===== src/rtl/next_pc_gen.sv =====
// next_pc_gen: next-PC selection for the fetch stage.
// Drives the PC register's add_in (pc_next) from the registered pc_cur,
// handling sequential fetch, imem wait states, pipeline stall, taken
// branches/jumps with an optional architectural delay slot, and exception
// vectoring with EPC / branch-delay capture.
//
// Optional build macro: BRANCH_STATS_EN
//   defined   -> redirect_cnt counts accepted redirects, saturating at all-ones
//   undefined -> no counter is built, redirect_cnt is tied to zero
//
// state | meaning
// ------+-------------------------------------------------------------------
// BOOT  | first cycle out of reset, pc_next = RESET_VECTOR, no fetch request
// RUN   | normal sequential fetch, redirects accepted here
// DELAY | delay-slot instruction fetching, tgt_q issued on the next advance

module next_pc_gen #(
    parameter logic [31:0] RESET_VECTOR = 32'h0000_0000,
    parameter logic [31:0] EXC_VECTOR   = 32'h8000_0180,
    parameter bit          DELAY_SLOT   = 1'b1
) (
    input  logic        clk,
    input  logic        clk_reset,
    input  logic [31:0] pc_cur,
    input  logic        imem_ack,
    input  logic        stall,
    input  logic        br_taken,
    input  logic [31:0] br_target,
    input  logic        j_valid,
    input  logic [31:0] j_target,
    input  logic        exc_req,
    output logic [31:0] pc_next,
    output logic        imem_req,
    output logic [31:0] epc,
    output logic        exc_bd,
    output logic        misalign_err,
    output logic [31:0] redirect_cnt
);

    typedef enum logic [1:0] {
        BOOT  = 2'd0,
        RUN   = 2'd1,
        DELAY = 2'd2
    } state_t;

    state_t      state_q, state_d;
    logic [31:0] tgt_q, tgt_d;
    logic [31:0] epc_q, epc_d;
    logic        exc_bd_q, exc_bd_d;
    logic        misalign_q, misalign_d;
    logic        redirect_acc;

    logic        advance;
    logic        redirect;
    logic [31:0] sel_raw;
    logic [31:0] sel_tgt;
    logic [31:0] pc_plus4;
    logic [31:0] pc_minus4;

    assign advance   = !stall && imem_ack;
    assign redirect  = br_taken || j_valid;
    assign sel_raw   = br_taken ? br_target : j_target;
    assign sel_tgt   = {sel_raw[31:2], 2'b00};
    assign pc_plus4  = pc_cur + 32'd4;
    assign pc_minus4 = pc_cur - 32'd4;

    // Next-PC, fetch request and next register values from state and inputs.
    always_comb begin
        state_d      = state_q;
        tgt_d        = tgt_q;
        epc_d        = epc_q;
        exc_bd_d     = exc_bd_q;
        misalign_d   = 1'b0;
        redirect_acc = 1'b0;
        pc_next      = pc_plus4;
        imem_req     = 1'b1;

        case (state_q)
            RUN, DELAY: begin
                if (exc_req) begin
                    pc_next = EXC_VECTOR;
                    if (state_q == DELAY) begin
                        epc_d    = pc_minus4;
                        exc_bd_d = 1'b1;
                    end else begin
                        epc_d    = pc_cur;
                        exc_bd_d = 1'b0;
                    end
                    state_d = RUN;
                    tgt_d   = 32'h0;
                end else if (!advance) begin
                    pc_next = pc_cur;
                end else if (state_q == DELAY) begin
                    // Branch in a delay slot is unsupported: redirects ignored.
                    pc_next = tgt_q;
                    state_d = RUN;
                end else if (redirect) begin
                    redirect_acc = 1'b1;
                    misalign_d   = (sel_raw[1:0] != 2'b00);
                    if (DELAY_SLOT) begin
                        pc_next = pc_plus4;
                        tgt_d   = sel_tgt;
                        state_d = DELAY;
                    end else begin
                        pc_next = sel_tgt;
                    end
                end
            end
            default: begin
                // BOOT, and any illegal encoding, restarts cleanly.
                pc_next  = RESET_VECTOR;
                imem_req = 1'b0;
                state_d  = RUN;
            end
        endcase
    end

    // State and captured exception/target registers.
    always_ff @(posedge clk or posedge clk_reset) begin
        if (clk_reset) begin
            state_q    <= BOOT;
            tgt_q      <= 32'h0;
            epc_q      <= 32'h0;
            exc_bd_q   <= 1'b0;
            misalign_q <= 1'b0;
        end else begin
            state_q    <= state_d;
            tgt_q      <= tgt_d;
            epc_q      <= epc_d;
            exc_bd_q   <= exc_bd_d;
            misalign_q <= misalign_d;
        end
    end

    assign epc          = epc_q;
    assign exc_bd       = exc_bd_q;
    assign misalign_err = misalign_q;

`ifdef BRANCH_STATS_EN
    logic [31:0] cnt_q, cnt_d;

    // Saturating count of accepted redirects.
    always_comb begin
        cnt_d = cnt_q;
        if (redirect_acc && (cnt_q != 32'hFFFF_FFFF)) begin
            cnt_d = cnt_q + 32'd1;
        end
    end

    // Redirect counter register.
    always_ff @(posedge clk or posedge clk_reset) begin
        if (clk_reset) begin
            cnt_q <= 32'h0;
        end else begin
            cnt_q <= cnt_d;
        end
    end

    assign redirect_cnt = cnt_q;
`else
    logic unused_redirect_acc;
    assign unused_redirect_acc = redirect_acc;
    assign redirect_cnt        = 32'h0;
`endif

endmodule


===== config.mk =====
export PLATFORM = sky130hd
export DESIGN_NAME = next_pc_gen
export DESIGN_NICKNAME = d
export VERILOG_FILES = /design/src/rtl/next_pc_gen.sv
export SDC_FILE = /design/constraint.sdc
export NUM_CORES = 1
export LEC_CHECK = 0
export ABC_AREA = 1
export CELL_PAD_IN_SITES_DETAIL_PLACEMENT = 2
export CELL_PAD_IN_SITES_GLOBAL_PLACEMENT = 2
export CORE_MARGIN = 5
export CORE_UTILIZATION = 23
export CTS_BUF_LIST = sky130_fd_sc_hd__clkbuf_4 sky130_fd_sc_hd__clkbuf_8 sky130_fd_sc_hd__clkbuf_16
export DETAILED_ROUTE_END_ITERATION = 10
export PLACE_DENSITY = 0.9
export SLEW_MARGIN = 20
export SYNTH_ARGS = -nofsm -noshare
export SYNTH_HDL_FRONTEND = slang
export SYNTH_SLANG_ARGS = --single-unit

===== constraint.sdc =====
create_clock -name clk -period 2.48 [get_ports clk]
set_input_delay 0.62 -clock clk [delete_from_list [all_inputs] [get_ports clk]]
set_output_delay 0.62 -clock clk [all_outputs]
set_load 0.01 [all_outputs]

# [Yosys cells after proc, flatten, opt, wreduce, memory -nomap -nowiden]
# Cells that the tools add are included.
[totals] register_bits=68 in_bits=103
[op_classes] n_mux=22 eq_ne=5 n_addsub=2 reduce_logical=10
[ops] operator="$mux W32" count=10
[ops] operator="$add A32 B3 Y32 const B" count=1
[ops] operator="$sub A32 B3 Y32 const B" count=1
[ops] operator="$mux W2" count=5
[ops] operator="$mux W1" count=7
[ops] operator="$reduce_bool A2 Y1" count=3
[ops] operator="$ne A4 B4 Y1 const B" count=1
[ops] operator="$reduce_and A2 Y1" count=2
[ops] operator="$reduce_and A4 Y1" count=1
[ops] operator="$ne A3 B3 Y1 const B" count=1
[ops] operator="$eq A2 B1 Y1 const B" count=1
[ops] operator="$eq A2 B2 Y1 const B" count=1
[ops] operator="$ne A2 B2 Y1 const B" count=1
[ops] operator="$reduce_or A2 Y1" count=1
[ops] operator="$logic_and A1 B1 Y1" count=1
[ops] operator="$logic_not A1 Y1" count=1
[ops] operator="$logic_or A1 B1 Y1" count=1

# [Depth between registers and ports, before layout]
[logic_depth] word_depth=7 ltp_mapped=12

# [Worst setup path before layout]
# OpenSTA, ideal clock, no wires.
[synth_path] kind="input -> output" from="in pc_cur[2]" to="out pc_next[26]" path_buffers=0 required_ps=1860 arrival_time_ps=1630 cell_stages=9 setup_slack_ps=230 path_cell_list="ha_1 nand3_1 inv_1 nand2_1 inv_1 nand2_1 nand2_1 nand3_1 a21oi_1"
[synth_between] elab_chain_cells=5
[synth_rtl] item="start, declared" line="24" text="input logic [31:0] pc_cur,"
[synth_rtl] item="$add A32 B3 Y32" line="64" text="assign pc_plus4 = pc_cur + 32'd4;"
[synth_rtl] item="$mux W32" line="93" text="end else if (state_q == DELAY) begin"
[synth_rtl] item="$mux W32" line="91" text="end else if (!advance) begin"
[synth_rtl] item="$mux W32" line="80" text="if (exc_req) begin"
[synth_rtl] item="$mux W32" line="78" text="case (state_q)"
[synth_rtl] item="end, declared" line="32" text="output logic [31:0] pc_next,"
# Every way passes these cells.

# [Final worst setup path]
[layout_path] from="in pc_cur[13]" to="out pc_next[16]"
# Same word-level chain as after synthesis.

==> metrics.md <==
| Metric | Value |
|---|---|
| Share of post-route cells with drive strength above 1 | `0.428` |
| Area growth, synth to finish | `90.1%` |
| Highest clock frequency the design can meet | `~0.35 GHz` |
| Horizontal die dimension | `165 µm` |
| Maximum clock skew at final layout | `7.65 ps` |
| Initial antenna violation count | `1` |
| VDD IR-drop max | `approximately 390 µV` |
| Number of vias per cell after detailed routing | `5.43` |
| Async set-reset flop share out of synthesis | `1.00` |
| Total Die Area | `27300 µm²` |
| Total routed wirelength | `approximately 46 mm` |
| Pre-antenna DRT Iters | `5` |
| Mean area per synthesized cell | `roughly 6.5 µm²` |
| Number of storage elements in the synthesis netlist | `between 60 and 70` |
| Via count of the first global-routing pass | `between 9000 and 10000` |
| Cell type group with the largest total delay on the critical path | `buffers and inverters` |
| Global routing usage summed across all routing layers | `0.292` |
| Crit Reg-Reg Startpoint | `state_q[1]$_DFFE_PP0P_` |
| Maximum net fanout on the critical path | `4` |
| Min-Delay Endpoint | `epc[27]$_DFFE_PP0P_` |
| Post-DP Area | `8640 µm²` |
| Largest stage delay on the critical path | `300 ps` |
| Initial detailed-routing violation count | `a little under 600` |
| Fin crit share | `1.15` |
| Nets | `between 1000 and 1500` |
| Final WS setup | `-380 ps` |
| Number of vias after detailed routing | `between 8000 and 9000` |
| Drc violations | `0` |
| Insertion delay of the later-clocked pin in the worst-skew pair | `380 ps` |
| R2r endpoint | `epc[31]$_DFFE_PP0P_` |
| Bufs and invs on worst path | `6` |
| Maximum number of buffers from clock root to sink | `2` |
| Class of the worst hold path | `reg2reg` |
| Cell at the slowest stage of the critical path | `sky130_fd_sc_hd__nor3_4` |
| Most prevalent standard cell on the critical path | `sky130_fd_sc_hd__buf_4` |
| Violated checks | `setup timing` |
| Critical path cell sequence | `buf_12, nand2_8, nor3_4, buf_4, buf_4, buf_4, nand3_1, a21oi_2, o21ai_1, nand2_1, inv_2, buf_6` |
| Final total negative setup slack | `-6620 ps` |
| Total leakage power | `~4.7 nW` |
| Max Transition Viols Final | `0` |
| Number of enable-type register cells in the synthesized netlist | `0` |
| Global-route wire length before repair | `a little under 60 mm` |
| Run status | `complete, but fails checks` |
| Pin count of the biggest net entering global routing | `67` |
| Final setup violation count | `31` |
| Post-layout instance area | `10500 µm²` |
| Power per cell area | `between 800 and 900 nW/µm²` |
| Setup repair after global routing missed its margin | `true` |
| Gate Count Post-Synth | `roughly 860` |
| Last weighted congestion value of the routability-driven placer | `0.893` |
| Startpoint Class | `primary input` |
| Number of buffers inserted during clock tree synthesis | `9` |
| Clock-pin transition on the worst setup and hold timing paths | `approximately 60 ps` |
| Post-layout power | `~8.8 mW` |
| Worst-case register-to-register setup slack | `around 50 ps` |
| Critical Setup Path Class | `in2out` |
| Placeable core region | `roughly 24000 µm²` |
| Worst Hold Depth | `2` |
| Transition time of the tightest slew-check pin | `approximately 490 ps` |
| Arrival time of the worst setup path | `2240 ps` |
| Yosys warning count | `0` |
| Sink count of the clock tree | `between 60 and 70` |
| Critical path data required time | `around 1900 ps` |
| Relative slew slack | `0.668` |
| Period minus WS final | `about 2900 ps` |
| Depth of the worst register-to-register path | `10` |
| HPWL after detailed placement | `~25 mm` |
| Critical hold path startpoint | `epc[27]$_DFFE_PP0P_` |
| Area of the mapped netlist | `between 5000 and 6000 µm²` |
| Final Util | `0.446` |
| Die Ht | `165 µm` |
| Kind of end point of the critical path | `primary output` |
| Top flip-flop cell by instance count after synthesis | `sky130_fd_sc_hd__dfrtp_1` |
| CTS H-Tree Depth | `3` |
| Max capacitance violation total | `0` |
| Root buffer cell | `sky130_fd_sc_hd__clkbuf_16` |
| Total count of hold-check failures in the final report | `0` |
| Antenna-violating nets left | `0` |
| Global route total overflow | `0` |
| Sequential element share of the synthesized area | `0.298` |
| Synth unique cells | `47` |
| Placement-stage worst setup slack | `-1210 ps` |
| TritonCTS clock tree | `yes` |
| Ports placed on the boundary | `~200` |
| Number of hold buffers added after CTS | `0` |
| Count of buffers from port buffering | `between 150 and 200` |
| Routed wirelength normalized by instance count | `about 30 µm` |
| Number of placement rows | `56` |
| Starting utilization of the core area | `0.235` |
synthesized netlist by cell type, drive strengths merged, types with 6 or more instances:
library cell / count / area (µm²)
a21oi: 66 / 334
dfrtp: 66 / 1650
o211ai: 9 / 72.6
a31oi: 6 / 37.5
clkbuf: 21 / 81.3
o21ai: 81 / 409
xor2: 13 / 114
buf: 57 / 400
nand3: 60 / 323
o221ai: 9 / 78.8
inv: 77 / 289
nand4: 15 / 93.8
nor3: 13 / 86.3
nand2: 157 / 607
nor2: 182 / 764
registers in the layout, summed over array words and instances, names as in the netlist:
name          cells
epc              32
tgt_q            30
exc_bd            1
misalign_err      1
state_q           2
placed cells by master (no fill, tap or decap), types with 6 or more instances in the layout:
cell type,count
sky130_fd_sc_hd__a21oi_1,34
sky130_fd_sc_hd__a21oi_2,25
sky130_fd_sc_hd__a21oi_4,7
sky130_fd_sc_hd__buf_12,18
sky130_fd_sc_hd__buf_2,31
sky130_fd_sc_hd__buf_4,179
sky130_fd_sc_hd__buf_6,41
sky130_fd_sc_hd__buf_8,8
sky130_fd_sc_hd__clkbuf_16,9
sky130_fd_sc_hd__clkdlybuf4s50_1,103
sky130_fd_sc_hd__conb_1,32
sky130_fd_sc_hd__dfrtp_1,66
sky130_fd_sc_hd__inv_1,53
sky130_fd_sc_hd__inv_2,16
sky130_fd_sc_hd__nand2_1,109
sky130_fd_sc_hd__nand2_2,31
sky130_fd_sc_hd__nand2_4,16
sky130_fd_sc_hd__nand3_1,44
sky130_fd_sc_hd__nand3_2,9
sky130_fd_sc_hd__nand3_4,7
sky130_fd_sc_hd__nand4_1,15
sky130_fd_sc_hd__nor2_1,126
sky130_fd_sc_hd__nor2_2,22
sky130_fd_sc_hd__nor2_4,33
sky130_fd_sc_hd__o211ai_1,8
sky130_fd_sc_hd__o21ai_0,56
sky130_fd_sc_hd__o21ai_1,11
sky130_fd_sc_hd__o21ai_2,11
sky130_fd_sc_hd__o221ai_2,6
sky130_fd_sc_hd__xor2_1,13
kinds of logic after synthesis:
group           Yosys count  share of synthesized area
xor+xnor                 15                     0.0237
simple gates            435                      0.347
fa+ha+maj                 4                    0.00903
buf+inv                 156                      0.140
flops                    66                      0.298
compound gates          180                      0.182
other cells               1                   0.000677
final cells by class:
cell class | count | area (µm²)
antenna | 1 | 2.50
inverter | 78 | 333
multi-input combinational | 666 | 4250
timing repair buffer | 393 | 3620
fill | 2643 | 13100
tap | 319 | 399
clock inverter | 5 | 30.0
clock buffer | 11 | 246
sequential | 66 | 1650
metrics by stage:
| stage | cells | hold WS (ps) |
|---|---|---|
| global placement | 1467 | 465 |
| global route | 1539 | 521 |
| detailed placement | 1467 | 477 |
| CTS | 1517 | 492 |
| floorplan | 888 | 489 |
| finish | 1539 | 495 |
what timing repair did:
action,CTS,global route
gates resized for setup,541,108
pin swaps,69,29
gates cloned,3,0
setup endpoints to repair,33,32
setup buffers,32,26
report_power, final:
group | total [mW] | switching (mW) | internal (mW) | leakage [nW]
Sequential | 2.11 | 0.503 | 1.61 | 0.792
Clock | 1.29 | 0.581 | 0.710 | 0.135
Combinational | 5.38 | 3.01 | 2.37 | 3.72
worst register-to-register path, stage by stage (launching register included):
cell and delay, ps:
sky130_fd_sc_hd__dfrtp_1 490, sky130_fd_sc_hd__ha_4 260, sky130_fd_sc_hd__buf_6 130, sky130_fd_sc_hd__buf_8 120, sky130_fd_sc_hd__buf_12 150, sky130_fd_sc_hd__nand3_1 130
sky130_fd_sc_hd__nor2_1 300, sky130_fd_sc_hd__nand3_1 220, sky130_fd_sc_hd__o21ai_0 320, sky130_fd_sc_hd__nand3_1 160, sky130_fd_sc_hd__nand2_1 100
worst max-delay path by stage:
| stage | from | end | slack [ps] | cells after the start |
|---|---|---|---|---|
| after floorplan | clk_reset | epc[0]$_DFFE_PP0P_ | 210 | 1 |
| after global placement | pc_cur[8] | pc_next[19] | -1070 | 11 |
| after detailed placement | pc_cur[3] | pc_next[11] | -1210 | 10 |
| after CTS | state_q[0]$_DFFE_PP0P_ | pc_next[11] | -100 | 8 |
| after global routing | pc_cur[13] | pc_next[16] | -360 | 12 |
| final | pc_cur[13] | pc_next[16] | -380 | 12 |
routing by layer:
layer	global-route usage	part of all wire	up-vias
met5	0	0	-
met4	0.174	0.086	0
met3	0.0598	0.066	229
met2	0.522	0.49	483
met1	0.316	0.36	4184
li1	-	-	3463
(Power assumes the default switching activity.)
